<file path="src/rtl/sprite_pkg.sv">
// Shared types and defaults for the sprite line fetch path.
// Used by sprite_line_fetch and sprite_line_buf.
package sprite_pkg;

  typedef enum logic [1:0] {
    IDLE,
    FETCH,
    DRAIN
  } fetch_state_t;

  localparam int SPR_W_DEF       = 32;
  localparam int SPR_H_DEF       = 32;
  localparam int PIX_W_DEF       = 3;
  localparam int TRANSPARENT_IDX = 0;

  // True when a signed row/column offset lands inside a sprite extent of lim.
  function automatic logic in_window(input int v, input int lim);
    return (v >= 0) && (v < lim);
  endfunction

endpackage

</file>
<file path="src/rtl/sprite_line_buf.sv">
// One-row sprite line buffer: SPR_W x PIX_W register file with one write port
// and one registered read port that returns the transparent index when not enabled.
module sprite_line_buf
  import sprite_pkg::*;
#(
  parameter int SPR_W = SPR_W_DEF,
  parameter int PIX_W = PIX_W_DEF
) (
  input  logic                     clk,
  input  logic                     reset_n,
  input  logic                     we,
  input  logic [$clog2(SPR_W)-1:0] waddr,
  input  logic [PIX_W-1:0]         wdata,
  input  logic                     re,
  input  logic [$clog2(SPR_W)-1:0] raddr,
  output logic [PIX_W-1:0]         rdata
);

  logic [PIX_W-1:0] mem [SPR_W];

  // NOTE: the storage array has no reset; every entry is rewritten by a fetch
  // before line_hit lets the display path read it, so a reset would only cost flops.
  always_ff @(posedge clk) begin
    if (we) mem[waddr] <= wdata;
  end

  always_ff @(posedge clk or negedge reset_n) begin
    if (!reset_n) rdata <= '0;
    else          rdata <= re ? mem[raddr] : PIX_W'(TRANSPARENT_IDX);
  end

endmodule

</file>
<file path="src/rtl/sprite_line_fetch.sv">
// Sprite ROM initiator: fetches one sprite row during hblank into a line buffer
// and serves colour indices during active video. Optional macro: SPRITE_FLIP_EN.
module sprite_line_fetch
  import sprite_pkg::*;
#(
  parameter int SPR_W  = SPR_W_DEF,
  parameter int SPR_H  = SPR_H_DEF,
  parameter int PIX_W  = PIX_W_DEF,
  parameter int ADDR_W = 10,
  parameter int CRD_W  = 10
) (
  input  logic              clk,
  input  logic              reset_n,
  input  logic              line_start,
  input  logic [CRD_W-1:0]  next_y,
  input  logic [CRD_W-1:0]  spr_x,
  input  logic [CRD_W-1:0]  spr_y,
  input  logic              spr_en,
`ifdef SPRITE_FLIP_EN
  input  logic              spr_flip,
`endif
  output logic [ADDR_W-1:0] rom_addr,
  input  logic [PIX_W-1:0]  rom_q,
  input  logic [CRD_W-1:0]  draw_x,
  input  logic              draw_active,
  output logic [PIX_W-1:0]  pix_idx,
  output logic              pix_valid,
  output logic              busy,
  output logic              fetch_done
);

  localparam int IDX_W = $clog2(SPR_W);
  localparam logic [IDX_W-1:0] LAST_K = IDX_W'(SPR_W - 1);

  fetch_state_t        state;
  logic [IDX_W-1:0]    k;
  logic [ADDR_W-1:0]   base;
  logic [CRD_W-1:0]    x_lat;
  logic                line_hit;
  logic                flip_lat;
  logic                flip_in;
  logic                cap_valid;
  logic [IDX_W-1:0]    cap_idx;

  // One extra bit keeps rows above / columns left of the sprite negative.
  logic signed [CRD_W:0] row;
  logic signed [CRD_W:0] col;
  logic                  row_hit;
  logic                  col_hit;
  logic [ADDR_W-1:0]     row_base;

  assign row      = $signed({1'b0, next_y}) - $signed({1'b0, spr_y});
  assign row_hit  = spr_en && in_window(int'(row), SPR_H);
  assign row_base = ADDR_W'(row) * ADDR_W'(SPR_W);

`ifdef SPRITE_FLIP_EN
  assign flip_in = spr_flip;
`else
  assign flip_in = 1'b0;
`endif

  // NOTE: every state register here uses <= so all of them update from the
  // same pre-edge values; a blocking = would leak new values within the block.
  always_ff @(posedge clk or negedge reset_n) begin
    if (!reset_n) begin
      state      <= IDLE;
      k          <= '0;
      base       <= '0;
      x_lat      <= '0;
      line_hit   <= 1'b0;
      flip_lat   <= 1'b0;
      rom_addr   <= '0;
      busy       <= 1'b0;
      fetch_done <= 1'b0;
      cap_valid  <= 1'b0;
      cap_idx    <= '0;
    end else begin
      fetch_done <= 1'b0;
      cap_valid  <= 1'b0;
      case (state)
        IDLE: begin
          if (line_start) begin
            x_lat    <= spr_x;
            base     <= row_base;
            flip_lat <= flip_in;
            line_hit <= 1'b0;
            if (row_hit) begin
              state    <= FETCH;
              k        <= '0;
              rom_addr <= row_base;
              busy     <= 1'b1;
            end
          end
        end
        FETCH: begin
          // The ROM answers one cycle later, so the write slot trails k by one.
          cap_valid <= 1'b1;
          cap_idx   <= flip_lat ? (LAST_K - k) : k;
          if (k == LAST_K) begin
            state <= DRAIN;
          end else begin
            k        <= k + 1'b1;
            rom_addr <= base + ADDR_W'(k) + ADDR_W'(1);
          end
        end
        DRAIN: begin
          state      <= IDLE;
          busy       <= 1'b0;
          fetch_done <= 1'b1;
          line_hit   <= 1'b1;
        end
        default: state <= IDLE;
      endcase
    end
  end

  assign col     = $signed({1'b0, draw_x}) - $signed({1'b0, x_lat});
  assign col_hit = draw_active && line_hit && in_window(int'(col), SPR_W);

  sprite_line_buf #(
    .SPR_W (SPR_W),
    .PIX_W (PIX_W)
  ) u_line_buf (
    .clk     (clk),
    .reset_n (reset_n),
    .we      (cap_valid),
    .waddr   (cap_idx),
    .wdata   (rom_q),
    .re      (col_hit),
    .raddr   (col[IDX_W-1:0]),
    .rdata   (pix_idx)
  );

  // The read port already forces index 0 outside the sprite.
  assign pix_valid = (pix_idx != PIX_W'(TRANSPARENT_IDX));

endmodule

</file>
<file path="config.mk">
export PLATFORM = sky130hd
export DESIGN_NAME = sprite_line_fetch
export DESIGN_NICKNAME = d
export VERILOG_FILES = /design/src/rtl/sprite_pkg.sv /design/src/rtl/sprite_line_buf.sv /design/src/rtl/sprite_line_fetch.sv
export SDC_FILE = /design/constraint.sdc
export NUM_CORES = 1
export LEC_CHECK = 0
export BUFFER_PORTS_ARGS = -buffer_cell sky130_fd_sc_hd__buf_4
export CAP_MARGIN = 20
export CORE_UTILIZATION = 35
export CTS_BUF_LIST = sky130_fd_sc_hd__clkbuf_2 sky130_fd_sc_hd__clkbuf_4 sky130_fd_sc_hd__clkbuf_8
export DETAILED_ROUTE_END_ITERATION = 8
export SETUP_SLACK_MARGIN = 0.02
export SLEW_MARGIN = 20
export SYNTH_ARGS = -nofsm -noshare
export SYNTH_HDL_FRONTEND = slang
export SYNTH_HIERARCHICAL = 1
export SYNTH_SLANG_ARGS = --single-unit
</file>
<file path="constraint.sdc">
create_clock -name clk -period 3.6 [get_ports clk]
set_input_delay 0.18 -clock clk [delete_from_list [all_inputs] [get_ports clk]]
set_output_delay 0.18 -clock clk [all_outputs]
set_load 0.01 [all_outputs]
</file>
==> Word level (Yosys, flattened, before mapping) <==
Memory sizes are Yosys's and may differ from the RTL's.
Index checks and enable logic that the tools add are counted.
{ "totals": {"register_bits": 44, "latch_bits": 0, "ram_bits": 96, "romBits": 0, "inputBits": 48, "out_inout_bits": 16, "memories": 1} }
{ "mem_list": {"columns": ["name", "words", "word_bits", "rd", "rd_clocked_by_memory_dff", "write_ports", "line_no", "rtl"], "rows": [
  ["u_line_buf.mem", 32, 3, 1, 0, 1, "sprite_line_buf.sv:19", "logic [PIX_W-1:0] mem [SPR_W];"]
]} }
{ "classes": {"add_sub_neg": 5, "multipliers": 0, "n_div": 0, "n_lt_le_gt_ge": 4, "eq_ne": 7, "shift": 0, "muxes": 22, "n_bitwise": 0, "n_reduce_logical": 14} }
{ "ops": {"columns": ["op", "count"], "rows": [
  ["$mux 10", 3],
  ["$ge 11x1->1 const B", 2],
  ["$lt 11x7->1 const B", 2],
  ["$sub 10x10->11", 2],
  ["$pmux 10 s2", 1],
  ["$mux 5", 3],
  ["$add 10x1->10 const B", 1],
  ["$add 10x5->10", 1],
  ["$pmux 5 s2", 1],
  ["$ne 2x2->1 const B", 4],
  ["$mux 1", 7],
  ["$mux 2", 3],
  ["$reduce_and 3->1", 2],
  ["$add 5x1->5 const B", 1],
  ["$eq 5x5->1 const B", 1],
  ["$logic_and 1x1->1", 5],
  ["$pmux 1 s2", 2],
  ["$pmux 2 s2", 1],
  ["$reduce_and 2->1", 2],
  ["$reduce_and 4->1", 1],
  ["$reduce_bool 2->1", 2],
  ["$mux 3", 1],
  ["$reduce_bool 3->1", 1],
  ["$eq 2x1->1 const B", 1],
  ["other kinds (2)", 2]
]} }

==> Longest topological paths before layout <==
Gate-level depths: netlist (run 1).
{ "depth": {"word_depth": 7, "mapped_depth": 12, "depth_no_buf": 12} }

==> By module <==
The synthesis (run 1) kept the hierarchy.
{ "modules_own_cells": {"columns": ["mod", "instances", "cells_per_inst", "area_each_um2", "seq_area_each_um2"], "rows": [
  ["sprite_line_buf", 1, 226, 4106.4, 2957.8],
  ["sprite_line_fetch", 1, 301, 2549.9, 900.9]
]} }

==> Least setup slack after synthesis (run 1) <==
Ideal clock, no wire load.
{ "synth_timing": {"path_kind": "reg-to-reg", "start": "register x_lat[0]", "end": "register u_line_buf.rdata[2]", "t_arrival_ps": 2709, "slack_ps": 791, "stages_incl_launch_ff": 12, "n_path_buf": 0, "path_cell_list": "dfrtp_1 -> ha_1 -> fa_1 -> nor2b_1 -> o21ai_0 -> a21boi_0 -> o21ai_0 -> a21oi_1 -> mux2i_1 -> a2111oi_0 -> o31ai_1 -> a311oi_1"} }
{ "synth_via": {"elab_chain_cells": 5, "elab_cells_between_ends": 7, "classes_between": "add/sub (1); order compare (2); mux (1); reduce/logical (2); memory (1)"} }
{ "synth_rtl": {"columns": ["item", "line_no", "rtl"], "rows": [
  ["from (decl)", "sprite_line_fetch.sv:38", "logic [CRD_W-1:0] x_lat;"],
  ["from (signal assigned)", "sprite_line_fetch.sv:83", "x_lat <= spr_x;"],
  ["$sub 10x10->11 (*)", "sprite_line_fetch.sv:117", "assign col = $signed({1'b0, draw_x}) - $signed({1'b0, x_lat});"],
  ["$ge 11x1->1 / $lt 11x7->1 (equally long branches)", "sprite_pkg.sv:18", "return (v >= 0) && (v < lim);"],
  ["$logic_and 1x1->1 (*)", "sprite_pkg.sv:18", null],
  ["$logic_and 1x1->1 (*)", "sprite_line_fetch.sv:118", "assign col_hit = draw_active && line_hit && in_window(int'(col), SPR_W);"],
  ["named net col_hit", "sprite_line_fetch.sv:49", "logic col_hit;"],
  ["$mux 3 (*)", "sprite_line_buf.sv:29", "else rdata <= re ? mem[raddr] : PIX_W'(TRANSPARENT_IDX);"],
  ["to (signal assigned)", "sprite_line_buf.sv:29", null],
  ["to (decl)", "sprite_line_buf.sv:16", "output logic [PIX_W-1:0] rdata"]
]} }
Mark *: on every way through the listed nets, which the timed path passes. The rest lies on a longest branch.
A chain may end at the register's enable or synchronous reset.

==> Final worst setup path (run 1) <==
Same ends and word-level chain as after synthesis.

==> results of run 1 <==
## power breakdown
| group | switching (mW) | leakage (nW) | internal [mW] |
|---|---|---|---|
| logic | 0.480 | 1.60 | 0.435 |
| registers | 0.100 | 1.31 | 1.74 |
| clock network | 0.579 | 0.195 | 0.704 |
## cells by family after synthesis
group	Yosys count	synth area share (%)
AND/OR/NAND/NOR	169	12.1
flip-flops	135	58.0
AO/OA/AOI/OAI	90	9.30
buffers and inverters	56	4.17
multiplexers	40	9.96
adder cells (fa/ha/maj)	24	4.74
XOR/XNOR	13	1.71
## flip-flops by register name, summed over array words and instances, names as in the netlist
| name | flops |
|---|---|
| fetch_done | 1 |
| cap_valid | 1 |
| rom_addr | 10 |
| u_line_buf/mem | 96 |
| u_line_buf/rdata | 3 |
| cap_idx | 5 |
| busy | 1 |
| line_hit | 1 |
| x_lat | 10 |
| base | 5 |
| state | 2 |
## layout make-up
cell class,instances,area [um^2],share of cell area [%]
inverter,37,139,1.76
clock buffer,19,255,3.23
timing repair buffer,82,656,8.30
multi-input combinational,336,2540,32.2
tap,234,293,3.71
sequential,135,3860,48.9
clock inverter,13,155,1.96
## routing by layer
metal  wire [um]  global-route usage (%)  vias to the layer above
li1            -                       -                     2105
met1        6550                    20.5                     2121
met2        6990                    25.4                      111
met3         596                    3.18                       15
met4         183                    5.96                        0
met5           0                       0                        -
## stage by stage
step	util [%]	hold slack (ps)	total power [mW]	instances
after floorplan	-	-116	2.50	527
after detailed placement	39.5	197	2.78	813
final	42.4	98.3	4.04	856
after CTS	42.3	77.7	4.07	856
after global placement	39.5	184	2.76	813
after global routing	42.4	89.6	4.24	856
## worst min path at each step
| stage | cells after the start | endpoint |
|---|---|---|
| final | 3 | base[5] |
| after global routing | 3 | base[5] |
| after CTS | 3 | base[5] |
| after detailed placement | 1 | x_lat[5] |
| after global placement | 1 | x_lat[6] |
| after floorplan | 0 | base[5] |
## cells in the final DEF (no fill, tap or decap), types with 10 or more instances in the layout
master / Yosys / layout
mux2i_1: 19 / 19
edfxtp_1: 96 / 96
dfrtp_1: 39 / 39
ha_1: 22 / 22
clkbuf_8: 0 / 18
dlygate4sd3_1: 0 / 11
nand2_1: 50 / 50
o211ai_1: 10 / 10
nand2b_1: 10 / 10
nand3_1: 15 / 15
a21oi_1: 15 / 15
buf_4: 2 / 70
inv_1: 36 / 36
nor2_1: 49 / 49
o21ai_0: 26 / 26
## repair_timing
item / CTS / global route
hold buffers: 11 / 0
endpoints found under the hold margin: 49 / 0
endpoints found under the setup margin: 0 / 1
gates resized for setup: 0 / 1
## Yosys cell counts, drive strengths merged (11+ instances only)
master	n	area [um^2]
nand2	50	188
edfxtp	96	2880
o21ai	28	140
buf	11	109
ha	22	275
a21oi	15	75.1
nor2	49	184
mux4	18	439
inv	37	139
dfrtp	39	976
nand3	15	75.1
mux2i	19	190
## worst max-delay path, cell delays in order (launching register included)
cell       delay [ps]
dfrtp_1           390
ha_1              210
fa_1              430
nor2b_1           120
o21ai_0           100
a21boi_0          310
o21ai_0           170
a21oi_1           200
mux2i_1           100
a2111oi_1         580
buf_4             230
o31ai_1            70
a311oi_1          300
==> summary.md, run 1 <==
| Metric | Value |
|---|---|
| Chip width | 140 um |
| Synth Flop Type | edfxtp_1 |
| P_leak | 3.11 nW |
| Pins Over Slew Limit | 0 |
| Initial antenna violation count | 0 |
| Worst Setup EP | u_line_buf/rdata[2] |
| Global-route wire length before repair | 23,300 um |
| Port-buffer cells | 63 |
| CTS HTree Levels | 4 |
| Post-synth cell types | 55 |
| Pwr per Cell Area | 511 nW/um^2 |
| Critical Path AT | 3650 ps |
| Wire length per cell | 16.7 um |
| Status | finished clean |
| Final antenna-violating net count | 0 |
| Post-synth EDFFs | 96 |
| Starting Density | 35.7% |
| Setup ws final | 288 ps |
| Fin Clk Skew | 10.4 ps |
| Hold Crit Class | in -> reg |
| Total GRT Usage | 15.6% |
| Layout cells sized above 1 | 20.3% |
| IO Pins | 64 |
| Final instance area | 7900 um^2 |
| Largest net degree at the start of global routing | 40 |
| 1st-pass router iterations | 5 |
| Final setup vio count | 0 |
| Buffer count from post-CTS setup fixing | 0 |
| Worst setup SP type | flip-flop |
| Synth Warn # | 6 |
| Syn-to-layout area delta | 18.6% |
| Mean post-synth cell area | 12.6 um^2 |
| Layout net count | 681 |
| Initial DRC count | 330 |
| Worst-path clk slew | 80 ps |
| Core ar. | 18,600 um^2 |
| Clk root buf | clkbuf_8 |
| Hold Fails Final Rpt | 0 |
| Cells after Synth | 527 |
| Chip Height | 140 um |
| Grt ovf | 0 |
| Reg2reg path depth | 12 |
| Yosys reg bits | 135 |
| Synth Net Count | 599 |
| Least-Margin Pin Slew | 792 ps |
| Placed cell area | 7370 um^2 |
| DR vias/cell | 5.08 |
| CP startpoint | x_lat[0] |
| Max frequency | 302 MHz |
| Clk buf depth | 2 |
| Worst rel slew slack | 47.0% |
| Vias in the first global route | 4,460 |
| Setup TNS | 0 ps |
| Setup CP Type | reg -> reg |
| Worst R2R Setup Slack | 290 ps |
| Filler instances | 1,739 |
| Via count | 4,352 |
| HP Start | spr_y[0] |
| Worst vdd ir | 0.000241 V |
| Tcrit/Tclk final | 92.0% |
| Ant. Diodes | 0 |
| # Max-Cap Violations | 0 |
| Dpl ws | 219 ps |
| Detailed-route DRC error count | 0 |
| CP endpoint kind | flip-flop |
| Async SR Flop Fraction | 28.9% |
| Detailed Place HPWL | 10,000 um |
| Num CTS Buffers | 17 |
| Die area | 19,600 um^2 |
| Synthesized area | 6660 um^2 |
| Clock Latency Late Sink | 440 ps |
| Row cnt | 50 |
| Gpl congestion | 0.819 |
| CP Data Required Time | 3940 ps |
| FF-to-FF Start | x_lat[0] |
| CTS tree | built |
| Worst Path Max Fanout | 3 |
| Seq/Total Area, Yosys | 58.0% |
| RSZ-0062 raised after global routing | false |
| Clk sinks | 135 |
| Routed WL | 14,300 um |
| Terminus of the critical flop-to-flop path | u_line_buf/rdata[2] |
| Crit path time final | 3310 ps |
Power figures use the tool's default switching activity.
==> run 2: changes to the inputs <==
PLACE_DENSITY = 0.55   (was unset)
SETUP_SLACK_MARGIN = unset   (was 0.02)
==> run 2 against run 1 <==
  * Hold slack improved by 24 ps
  * Clock power fell by 8%
  * First-iteration DRC count fell by 26%
  * Non-clock buffer count rose by 2
  * Power fell by 2.7%
  * Clock-buffer cell count rose by 1
  * Combinational power barely moved
  * Register-to-register slack improved by 240 ps
  * Setup slack improved by 240 ps
  * Fmax rose by 8.0%
  * Via count rose by 0.44%
  * Largest cell class unchanged
  * Largest power group unchanged
  * Highest routed layer unchanged
==> summary.md, run 2 (synthesis gave the netlist of run 1 again) <==
| Metric | Value |
|---|---|
| Starting Density | 35.7% (unchanged) |
| Grt ovf | 0 (unchanged) |
| Critical Path AT | 3400 ps (-250 ps) |
| Most used cell, CP | o21ai_0 |
| Terminus of the critical flop-to-flop path | u_line_buf/rdata[2] |
| Largest net degree at the start of global routing | 40 (unchanged) |
| Global-route wire length before repair | 23,000 um (-1.2%) |
| Worst setup SP type | flip-flop |
| Tcrit/Tclk final | 85.2% (-6.8 points) |
| Worst Path Max Fanout | 3 (unchanged) |
| Detailed Place HPWL | 10,100 um (+0.55%) |
| CTS tree | built |
| Detailed-route DRC error count | 0 (unchanged) |
| Worst rel slew slack | 47.4% (+0.42 points) |
| Largest Register | u_line_buf/mem |
| Row cnt | 50 (unchanged) |
| Clk root buf | clkbuf_8 |
| CP Data Required Time | 3940 ps (about the same) |
| Status | finished clean |
| Crit path time final | 3070 ps (-245 ps) |
| Crit-path cells | ha_1, fa_1, nor2b_1, o21ai_0, a21boi_0, o21ai_0, a21oi_1, mux2i_1, a2111oi_0, buf_4, o31ai_1, a311oi_1 |
| Final antenna-violating net count | 0 (unchanged) |
| Setup CP Type | reg -> reg |
| Final setup vio count | 0 (unchanged) |
| # Max-Cap Violations | 0 (unchanged) |
| Slowest Stage Delay on Critical Path | 430 ps (-150 ps) |
| Commonest non-fill, non-tap cells in the layout | edfxtp_1 (96), buf_4 (73), nand2_1 (50), nor2_1 (49), dfrtp_1 (39) |
| Max FFs per register | 96 (unchanged) |
| CTS HTree Levels | 4 (unchanged) |
| Die area | 19,600 um^2 (unchanged) |
| Worst R2R Setup Slack | 530 ps (+240 ps) |
| Util after Layout | 42.1% (-0.21 points) |
| Reg2reg path depth | 12 (unchanged) |
| Gpl congestion | 0.749 (-8.6%) |
| Syn-to-layout area delta | 18.0% |
| Routed WL | 14,200 um (-0.90%) |
| CP startpoint | x_lat[0] |
| Layout cells sized above 1 | 20.2% (-0.033 points) |
| Port-buffer cells | 63 (unchanged) |
| Num CTS Buffers | 17 (unchanged) |
| Core ar. | 18,600 um^2 (unchanged) |
| Clock Latency Late Sink | 430 ps (about the same) |
| Initial DRC count | 243 (-26%) |
| 1st-pass router iterations | 5 (unchanged) |
| Chip width | 140 um (unchanged) |
| CP endpoint kind | flip-flop |
| RSZ-0062 raised after global routing | false |
| P_leak | 3.11 nW (about the same) |
| Chip Height | 140 um (unchanged) |
| Vias in the first global route | 4,381 (-1.8%) |
| DR vias/cell | 5.10 (+0.32%) |
| CP max-delay cell | fa_1 |
| Layout net count | 683 (+0.29%) |
| Commonest non-fill, non-tap cell in the layout | edfxtp_1 |
| Pwr per Cell Area | 500 nW/um^2 (-2.2%) |
| Non-Filler Instances | 857 (+0.12%) |
| Worst-path clk slew | 70 ps (about the same) |
| Setup TNS | 0 ps (unchanged) |
| Pins Over Slew Limit | 0 (unchanged) |
| Ant. Diodes | 0 (unchanged) |
| Total GRT Usage | 15.4% (-0.22 points) |
| Buffer count from post-CTS setup fixing | 0 (unchanged) |
| Wire length per cell | 16.6 um (-1.0%) |
| Worst vdd ir | 0.000318 V (+32%) |
| Filler instances | 1,790 (+2.9%) |
| Placed cell count | 815 (+0.25%) |
| Largest regs | u_line_buf/mem (96), rom_addr (10), x_lat (10) |
| Initial antenna violation count | 0 (unchanged) |
| FF-to-FF Start | x_lat[0] |
| Least-Margin Pin Slew | 786 ps (-6.33 ps) |
| Via count | 4,371 (+0.44%) |
| Clk sinks | 135 (unchanged) |
| Max frequency | 326 MHz (+8.0%) |
| Clk buf depth | 2 (unchanged) |
| Worst Setup EP | u_line_buf/rdata[2] |
| IO Pins | 64 (unchanged) |
| Fin Clk Skew | 8.18 ps (-2.19 ps) |
| Hold Crit Class | in -> reg |
| Hold Fails Final Rpt | 0 (unchanged) |
## run 2: where the power goes
part / internal, mW / switching (mW) / total [mW]
Clock: 0.633 / 0.545 / 1.18
Combinational: 0.435 / 0.478 / 0.913
Sequential: 1.74 / 0.0985 / 1.84
## run 2: area by class of cell
cell class | instances | area, um^2 | area share [%]
well taps | 234 | 293 | 3.73
clock buffers | 20 | 263 | 3.34
inverters | 37 | 139 | 1.77
repair buffers | 84 | 658 | 8.38
flip-flops and latches | 135 | 3860 | 49.1
clock inverters | 11 | 108 | 1.37
multi-input cells | 336 | 2540 | 32.3
## run 2: worst min path at each step
stage                  endpoint  startpoint  cells past startpoint
finish                  base[5]    spr_y[0]                      3
detailed placement  rom_addr[7]     reset_n                      1
global placement    rom_addr[9]     reset_n                      1
floorplan               base[5]     reset_n                      0
CTS                    line_hit  line_start                      4
global route            base[5]    spr_y[0]                      3
## run 2: worst max-delay path, delay by kind of cell (launching register included)
kind | cells | cell delay (ps)
AO/OA/AOI/OAI | 7 | 1500
adder cells (fa/ha/maj) | 2 | 640
buffers and inverters | 1 | 210
flip-flops | 1 | 390
multiplexers | 1 | 110
AND/OR/NAND/NOR | 1 | 120
## run 2: metrics by stage
| step | power [mW] | worst slack, ps | area [um^2] | hold WS [ps] |
|---|---|---|---|---|
| after floorplan | 2.50 | 791 | 6660 | -116 |
| after global placement | 2.76 | 691 | 7370 | 196 |
| after detailed placement | 2.78 | 561 | 7370 | 202 |
| after CTS | 3.98 | 494 | 7850 | 83.5 |
| after global routing | 4.14 | 233 | 7860 | 123 |
| final | 3.93 | 532 | 7860 | 122 |
## run 2: repair_timing
item                                   in CTS  in global routing
endpoints found under the hold margin      49                  0
gates resized for setup                     0                  0
hold buffers                               11                  0
## run 2: layer usage
layer / global-route usage, % / routed length (um)
met1: 20.6 / 6780
met2: 24.8 / 6870
met3: 3.45 / 374
met4: 5.03 / 170
met5: 0 / 0
==> run 3: changes to the inputs <==
BUFFER_PORTS_ARGS = unset   (was -buffer_cell sky130_fd_sc_hd__buf_4)
DONT_BUFFER_PORTS = 1   (was unset)
PLACE_DENSITY = 0.52   (was 0.55)
clock period = 3.05 ns   (was 3.6 ns; I/O delays follow)
==> run 3 against run 2 <==
  * Setup slack lost 290 ps
  * First-iteration DRC count rose by 12%
  * Final cell count is 6.3% lower
  * Final area is 4.2% lower
  * Fmax up 9.2%
  * Combinational power increased by 11%
  * Largest power group unchanged
  * Highest routed layer unchanged
==> summary.md, run 3 (synthesis gave the netlist of run 1 again) <==
| Metric | Value |
|---|---|
| Status | finished clean |
| Commonest non-fill, non-tap cell in the layout | edfxtp_1 |
| NetSw | 1.40 mW (+24%) |
| 1st-pass router iterations | 6 (+1) |
| Ant. Diodes | 0 (unchanged) |
| RSZ-0062 raised after global routing | false |
| Switching Share | 29.6% (+1.0 points) |
| Reg power frac | 46.4% (-0.4 points) |
| Setup TNS | 0 ps (unchanged) |
| Least-Margin Pin Slew | 584 ps (-202 ps) |
| Crit path time final | 2810 ps (-259 ps) |
| Placed cell area | 6930 um^2 (-6.0%) |
| CTS HTree Levels | 4 (unchanged) |
| Hold depth | 3 (unchanged) |
| Slowest Stage Delay on Critical Path | 430 ps (about the same) |
| Detailed-route DRC error count | 0 (unchanged) |
| Crit path max-delay family | compound AO/OA/AOI/OAI gates |
| Num CTS Buffers | 17 (unchanged) |
| CP startpoint | x_lat[0] |
| Syn-to-layout area delta | 13.1% |
| FF-to-FF Start | x_lat[0] |
| Hold Crit Class | in -> reg |
| HP Start | next_y[0] |
| P_leak | 2.87 nW (-7.7%) |
| Clk buf depth | 2 (unchanged) |
| Grt ovf | 0 (unchanged) |
| Final instance area | 7530 um^2 (-4.2%) |
| Initial DRC count | 273 (+12%) |
| Clock Latency Late Sink | 460 ps (+30 ps) |
| Critical Path AT | 3160 ps (-240 ps) |
| Max FFs per register | 96 (unchanged) |
| Chip Height | 140 um (unchanged) |
| Worst setup SP type | flip-flop |
| Crit-path cells | ha_1, fa_1, nor2b_1, o21ai_0, a21boi_1, o21ai_0, a21oi_1, mux2i_1, a2111oi_2, buf_4, o31ai_1, a311oi_1 |
| Port-buffer cells | 0 (-100%) |
| Non-Filler Instances | 803 (-6.3%) |
| IO Pins | 64 (unchanged) |
| Largest net degree at the start of global routing | 40 (unchanged) |
| WHS Endpoint | base[5] |
| Placed cell count | 753 (-7.6%) |
| Largest regs | u_line_buf/mem (96), rom_addr (10), x_lat (10) |
| Routed WL | 13,800 um (-2.5%) |
| Most used cell, CP | o21ai_0 |
| Int Pwr | 3.33 mW (+19%) |
| Starting Density | 35.7% (unchanged) |
| Initial antenna violation count | 0 (unchanged) |
| Setup CP Type | reg -> reg |
| DR vias/cell | 5.17 (+1.3%) |
| Wire length per cell | 17.2 um (+4.0%) |
| Die area | 19,600 um^2 (unchanged) |
| Layout net count | 628 (-8.1%) |
| Hold_ws | 50.4 ps (-71.9 ps) |
| # Max-Cap Violations | 0 (unchanged) |
| Worst Path Max Fanout | 3 (unchanged) |
| Pwr per Cell Area | 627 nW/um^2 (+26%) |
| Chip width | 140 um (unchanged) |
| Tot Pwr | 4.72 mW (+20%) |
| Tcrit/Tclk final | 92.1% (+6.9 points) |
| Worst Path Buf+Inv | 1 (unchanged) |
| Row cnt | 50 (unchanged) |
| Final antenna-violating net count | 0 (unchanged) |
| Detailed Place HPWL | 9500 um (-5.6%) |
| Total GRT Usage | 14.9% (-0.48 points) |
| Terminus of the critical flop-to-flop path | u_line_buf/rdata[2] |
| Via count | 4,148 (-5.1%) |
| CP endpoint kind | flip-flop |
| Vias in the first global route | 4,100 (-6.4%) |
| Layout cells sized above 1 | 12.5% (-7.7 points) |
| CTS tree | built |
| Combinational power share | 21.5% (-1.8 points) |
| Worst R2R Setup Slack | 240 ps (-290 ps) |
| Final setup vio count | 0 (unchanged) |
| WP depth | 12 (unchanged) |
| Gpl congestion | 0.782 (+4.4%) |
| Pins Over Slew Limit | 0 (unchanged) |
| Reg2reg path depth | 12 (unchanged) |
| CP max-delay cell | fa_1 |
| Core ar. | 18,600 um^2 (unchanged) |
| Setup ws final | 242 ps (-291 ps) |
| Clock share of power | 32.2% (+2.2 points) |
| Largest Register | u_line_buf/mem |
| Worst vdd ir | 0.000277 V (-13%) |
| Util after Layout | 40.4% (-1.8 points) |
| Dpl ws | 115 ps (-446 ps) |
| Max frequency | 356 MHz (+9.2%) |
| Fin Clk Skew | 13.8 ps (+5.57 ps) |
| Worst-path clk slew | 80 ps (about the same) |
| Commonest non-fill, non-tap cells in the layout | edfxtp_1 (96), nand2_1 (50), nor2_1 (49), dfrtp_1 (39), inv_1 (36) |
| Global-route wire length before repair | 22,000 um (-4.3%) |
| Worst rel slew slack | 60.9% (+14 points) |
| Hold Fails Final Rpt | 0 (unchanged) |
| Clk sinks | 135 (unchanged) |
| Clk root buf | clkbuf_8 |
| CP Data Required Time | 3400 ps (-540 ps) |
run 3: cell types whose count changed in the layout (fill, tap and decap cells not counted), moves of 2 or more:
cell / before / now
buf_12: 0 / 3
buf_2: 0 / 3
buf_4: 73 / 10
clkbuf_4: 2 / 0
clkinv_2: 5 / 1
clkinv_4: 0 / 5
dlygate4sd3_1: 11 / 13
inv_6: 0 / 2
run 3: routing by layer:
layer	global-route usage (%)	vias up	part of all wire [%]
met5	0	-	0
met4	5.21	0	1.6
met3	4.41	21	3.8
met2	24.0	63	48
met1	19.1	2059	46
li1	-	2005	-
run 3: tightest hold or removal path, stage by stage:
cell and delay, ps:
inv_1 40, ha_1 170, o21ai_0 90
run 3: worst max-delay path by stage:
stage / to / slack [ps]
finish: u_line_buf/rdata[2] / 240
floorplan: u_line_buf/rdata[2] / 240
detailed placement: u_line_buf/rdata[2] / 110
CTS: u_line_buf/rdata[2] / 80
global placement: u_line_buf/rdata[2] / 170
global route: u_line_buf/rdata[2] / 9
run 3: layout make-up:
type / instances / area (um^2)
repair buffers: 29 / 280
well taps: 234 / 293
multi-input cells: 336 / 2540
clock buffers: 17 / 234
fillers: 1746 / 11100
flip-flops and latches: 135 / 3860
clock inverters: 15 / 179
inverters: 37 / 139
run 3: power groups by stage:
| stage | Clock [mW] | Sequential, mW | Combinational, mW |
|---|---|---|---|
| detailed placement | 0 | 2.23 | 0.967 |
| global placement | 0 | 2.23 | 0.955 |
| CTS | 1.56 | 2.19 | 1.02 |
| global route | 1.63 | 2.21 | 1.13 |
| floorplan | 0 | 2.18 | 0.772 |
| finish | 1.52 | 2.19 | 1.01 |
run 3: repair_timing:
action | 4_1_cts | 5_1_grt
buffers inserted | 0 | 1
hold buffers | 17 | 0
endpoints found under the setup margin | 0 | 2
resized for setup | 0 | 3
endpoints found under the hold margin | 147 | 0
